[src/rtl/exp_aligner.sv]
// ============================================================================
// exp_aligner : sequential exponent-alignment stage for the FP32 adder path.
// Optional macro ALIGN_STEP4_EN: shift up to 4 bits per SHIFT cycle.
// Revision: 1.0
// ============================================================================
`default_nettype none

module exp_aligner #(
  parameter int EXP_W     = 8,
  parameter int MAN_W     = 23,
  parameter int MAX_SHIFT = 26
) (
  input  logic                 clk,
  input  logic                 rst,
  input  logic [EXP_W+MAN_W:0] A,
  input  logic [EXP_W+MAN_W:0] B,
  input  logic                 start,
  output logic                 busy,
  output logic                 done,
  output logic                 SA,
  output logic                 SB,
  output logic [EXP_W-1:0]     E,
  output logic [MAN_W+3:0]     MA,
  output logic [MAN_W+3:0]     MB
);

  localparam int MW = MAN_W + 4;
  localparam int CW = $clog2(MAX_SHIFT + 1);
  localparam logic [EXP_W-1:0] MAX_SHIFT_E = EXP_W'(MAX_SHIFT);

  typedef enum logic [1:0] {
    IDLE  = 2'd0,
    SHIFT = 2'd1,
    DONE  = 2'd2
  } state_t;

  state_t            state_q;
  logic              busy_q, done_q, sa_q, sb_q, shift_b_q;
  logic [EXP_W-1:0]  e_q;
  logic [MW-1:0]     ma_q, mb_q;
  logic [CW-1:0]     cnt_q;

  logic [EXP_W-1:0]  exp_a_d, exp_b_d, ea_d, eb_d, diff_d;
  logic              a_ge_b_d;
  logic [CW-1:0]     cnt_init_d, step_d, cnt_next_d;
  logic [MW-1:0]     man_a_d, man_b_d, man_sel_d, lost_mask_d, man_shift_d;

  // Denormals (field 0) behave as exponent 1 with no hidden bit.
  assign exp_a_d = A[MAN_W +: EXP_W];
  assign exp_b_d = B[MAN_W +: EXP_W];
  assign ea_d    = (exp_a_d == '0) ? EXP_W'(1) : exp_a_d;
  assign eb_d    = (exp_b_d == '0) ? EXP_W'(1) : exp_b_d;
  assign man_a_d = {(exp_a_d != '0), A[MAN_W-1:0], 3'b000};
  assign man_b_d = {(exp_b_d != '0), B[MAN_W-1:0], 3'b000};

  assign a_ge_b_d   = (ea_d >= eb_d);
  assign diff_d     = a_ge_b_d ? (ea_d - eb_d) : (eb_d - ea_d);
  assign cnt_init_d = (diff_d > MAX_SHIFT_E) ? CW'(MAX_SHIFT) : diff_d[CW-1:0];

`ifdef ALIGN_STEP4_EN
  assign step_d = (cnt_q > CW'(4)) ? CW'(4) : cnt_q;
`else
  assign step_d = CW'(1);
`endif

  // Every bit pushed out of the LSB folds into the sticky position.
  assign man_sel_d   = shift_b_q ? mb_q : ma_q;
  assign lost_mask_d = ~({MW{1'b1}} << step_d);
  assign man_shift_d = (man_sel_d >> step_d) | MW'(|(man_sel_d & lost_mask_d));
  assign cnt_next_d  = cnt_q - step_d;

  always_ff @(posedge clk or posedge rst) begin
    if (rst) begin
      state_q   <= IDLE;
      busy_q    <= 1'b0;
      done_q    <= 1'b0;
      sa_q      <= 1'b0;
      sb_q      <= 1'b0;
      shift_b_q <= 1'b0;
      e_q       <= '0;
      ma_q      <= '0;
      mb_q      <= '0;
      cnt_q     <= '0;
    end else begin
      case (state_q)
        IDLE: begin
          done_q <= 1'b0;
          if (start) begin
            sa_q      <= A[EXP_W+MAN_W];
            sb_q      <= B[EXP_W+MAN_W];
            e_q       <= a_ge_b_d ? ea_d : eb_d;
            ma_q      <= man_a_d;
            mb_q      <= man_b_d;
            cnt_q     <= cnt_init_d;
            shift_b_q <= a_ge_b_d;
            busy_q    <= 1'b1;
            if (cnt_init_d == '0) begin
              state_q <= DONE;
              done_q  <= 1'b1;
            end else begin
              state_q <= SHIFT;
            end
          end
        end
        SHIFT: begin
          if (shift_b_q) mb_q <= man_shift_d;
          else           ma_q <= man_shift_d;
          cnt_q <= cnt_next_d;
          if (cnt_next_d == '0) begin
            state_q <= DONE;
            done_q  <= 1'b1;
          end
        end
        DONE: begin
          state_q <= IDLE;
          busy_q  <= 1'b0;
          done_q  <= 1'b0;
        end
        default: begin
          state_q <= IDLE;
          busy_q  <= 1'b0;
          done_q  <= 1'b0;
        end
      endcase
    end
  end

  assign busy = busy_q;
  assign done = done_q;
  assign SA   = sa_q;
  assign SB   = sb_q;
  assign E    = e_q;
  assign MA   = ma_q;
  assign MB   = mb_q;

endmodule

`default_nettype wire

[config.mk]
export PLATFORM = sky130hd
export DESIGN_NAME = exp_aligner
export DESIGN_NICKNAME = d
export VERILOG_FILES = /design/src/rtl/exp_aligner.sv
export SDC_FILE = /design/constraint.sdc
export NUM_CORES = 1
export LEC_CHECK = 0
export CELL_PAD_IN_SITES_DETAIL_PLACEMENT = 0
export CELL_PAD_IN_SITES_GLOBAL_PLACEMENT = 1
export CORE_ASPECT_RATIO = 0.9
export CORE_UTILIZATION = 35
export CTS_CLUSTER_DIAMETER = 200
export DETAILED_ROUTE_END_ITERATION = 16
export GPL_TIMING_DRIVEN = 0
export MAX_ROUTING_LAYER = met4
export PLACE_DENSITY = 0.87
export SLEW_MARGIN = 20
export SYNTH_ARGS = -nofsm -noshare
export SYNTH_HDL_FRONTEND = slang
export SYNTH_SLANG_ARGS = --single-unit
[constraint.sdc]
create_clock -name clk -period 3.7 [get_ports clk]
set_clock_uncertainty 0.2 [all_clocks]
set_input_delay 0.74 -clock clk [delete_from_list [all_inputs] [get_ports clk]]
set_output_delay 0.74 -clock clk [all_outputs]
set_load 0.1 [all_outputs]
==> results.cfg <==
[setup_path]
critPathCaptureType = register
cp_max_fo = 10
required_ns = 3.72
path_class = input port to register
arrival_ns = 4.01
slowest_stage = or4_4
critical_path.top_delay_family = simple AND/OR/NAND/NOR gates
critPathLaunchType = input port
r2r-start = shift_b_q$_DFFE_PP0P_
reg2reg_setup_slack_ns = 1.18
path_depth = 15
reg2reg_depth = 6
path_common_cell = buf_6
reg2reg_to = MA[14]$_DFFE_PP0P_
slowest_delay_ns = 0.52
critical_path_buf_inv_count = 4
crit_chain = buf_12 -> nor4_4 -> nand2_1 -> nand2b_1 -> inv_2 -> ha_4 -> fa_2 -> o31a_4 -> o211ai_4 -> buf_6 -> buf_6 -> mux2i_4 -> xor2_2 -> or4_4 -> a22o_1

[min_path]
hp-class = register to register
min_delay_path_depth = 2
hold_start = E[6]$_DFFE_PP0P_
holdPathEnd = E[6]$_DFFE_PP0P_

[clocking]
clkLatencyLatePin_ns = 0.34
clkSinkCount = 74
cts.htree.levels = 3
clkTransAtPathRegs_ns = 0.06
cts_buffers = 9
cts_root_buf = clkbuf_16
cts_tree = yes
cts_buffer_depth = 2

[placement]
portBuffers = 132
dp.cells = 801
dpl.hpwl_mm = 10.3
globalplace.congestion = 0.884
pre_cts_ws_ns = -1.13

[die]
die_y_um = 108
core_sq_um = 12100
initial_utilization = 0.360
die-area_sq_um = 12900
rows = 38
dieWidth_um = 120
ios = 133

[synth]
syn_area_sq_um = 4370
yosys-top-cells-area = dfrtp_1 42%, nand2_1 8.5%, mux2i_1 6.2%
ys_seq_area_frac = 0.424
syn_area_per_cell_sq_um = 8.60
synth_top_cell_by_area = dfrtp_1
synth_top_area_frac = 0.424
synth_edf_count = 0
postSynthCellCount = 508
syn_nets = 594
ys.flop_type = dfrtp_1
async_reset_ff_frac = 1.00
synth_cell_types = 48
yosysMostFrequentCell = nand2_1
yosys_warnings = 0
synth_common_cells = 99 x nand2_1, 74 x dfrtp_1, 47 x a21oi_1
synth-seq-cells = 74

[finish]
nFillCells = 1058
drive_above_1_share = 0.138
antenna_cells = 0
finalNonFillerCells = 850
nNetsFinal = 771
final_util = 0.558
area_delta_synth_final_pct = 54.8

[timing]
setup_viol = 7
fin_ws_ns = -0.285
drv_slew = 0
tightest_slew_ns = 1.04
slew_headroom = 0.303
max_freq_mhz = 251
finalCritPeriodShare = 1.08
hold_violations = 0
rsz0062_at_grt = true
post-route-min-period_ns = 3.99

[routing]
firstDrtPassIters = 5
drt_iter0_drc = 177
routed_wl_mm = 14.4
viasPerCell = 5.22
ant_nets = 0
drc_errors = 0
wire_per_inst_um = 16.9
num_vias = 4435

[run_status]
status = finished, violations left
violations = negative setup slack

[global_route]
grt_start_max_net_pins = 57
grtUsageTotal = 0.233
grt_first_pass_wirelength_mm = 22.7
antenna_found_initial = 0
globalRoute.totalOverflow = 0
grt_pass1_vias = 4472

[flow_run]
cap_violations = 0
[through the flow]
stage               cell area, sq um  setup TNS [ns]  hold slack, ns
global route                    6760           -2.17           0.310
CTS                             6650          -0.672           0.293
global placement                5930          -41.24           0.270
finish                          6760           -1.29           0.287
detailed placement              5960          -12.58           0.270
floorplan                       4410          -0.942           0.286
[cell usage in the layout, fill, tap and decap left out, drive strengths merged, types with 3 or more instances in the layout]
| cell type | instances |
|---|---|
| clkdlybuf4s50 | 116 |
| nand2 | 99 |
| dfrtp | 74 |
| clkbuf | 50 |
| a21oi | 48 |
| nor2 | 44 |
| o21ai | 43 |
| buf | 43 |
| inv | 30 |
| mux2i | 27 |
| o311ai | 23 |
| ha | 17 |
| clkdlybuf4s15 | 8 |
| a22o | 7 |
| nor4 | 5 |
| bufinv | 4 |
| xnor2 | 4 |
| o21a | 3 |
| a222oi | 3 |
| mux2 | 3 |
[repair_timing]
action	4_1_cts	5_1_grt
gates resized for setup	81	23
endpoints found under the hold margin	0	0
setup endpoints to repair	17	12
hold buffers	0	0
pin swaps	11	12
setup buffers	32	5
[registers in the layout, summed over array words and instances, names as in the netlist]
name and count:
done 1, MB 27, state_q 2, shift_b_q 1
MA 27, busy 1, SA 1, E 8
SB 1, cnt_q 5
[worst min-delay path, stage by stage (launching register included)]
cell	delay [ns]
dfrtp_1	0.34
nand2_1	0.05
o21ai_0	0.06
[cell type report]
class / instances / area (sq um) / share of cell area
tap: 160 / 200 / 0.0296
buffer: 42 / 171 / 0.0254
timing repair buffer: 166 / 1660 / 0.245
multi-input combinational: 363 / 2400 / 0.355
clock buffer: 10 / 229 / 0.0339
inverter: 29 / 111 / 0.0165
sequential: 74 / 1850 / 0.274
clock inverter: 6 / 138 / 0.0204
[per-layer routing]
layer,global-route usage,wire length (um),up-vias,share of wire
li1,-,-,2123,-
met1,0.303,6730,2177,0.47
met2,0.369,6860,115,0.48
met3,0.0380,523,20,0.036
met4,0.0777,270,0,0.019
met5,-,0,-,0
[worst max path at each step]
stage	start	endpoint	slack [ns]
2_1_floorplan	A[28]	state_q[0]$_DFFE_PP0P_	-0.28
3_3_place_gp	A[28]	state_q[0]$_DFFE_PP0P_	-1.12
3_5_place_dp	A[28]	state_q[0]$_DFFE_PP0P_	-1.13
4_1_cts	A[29]	state_q[0]$_DFFE_PP0P_	-0.19
5_1_grt	A[26]	state_q[0]$_DFFE_PP0P_	-0.41
6_report	A[26]	state_q[0]$_DFFE_PP0P_	-0.29
[cells by family (layout without fill, tap and decap cells)]
| kind of cell | Yosys count | after routing | share of synthesized area |
|---|---|---|---|
| flops | 74 | 74 | 0.424 |
| compound gates | 143 | 143 | 0.212 |
| xor+xnor | 6 | 6 | 0.0138 |
| simple gates | 165 | 165 | 0.159 |
| mux | 30 | 30 | 0.0696 |
| buf+inv | 71 | 253 | 0.0639 |
| fa+ha+maj | 19 | 19 | 0.0579 |
Power is not shown: default switching activity piles up to over one toggle a cycle in this logic, so the estimate is an artifact.
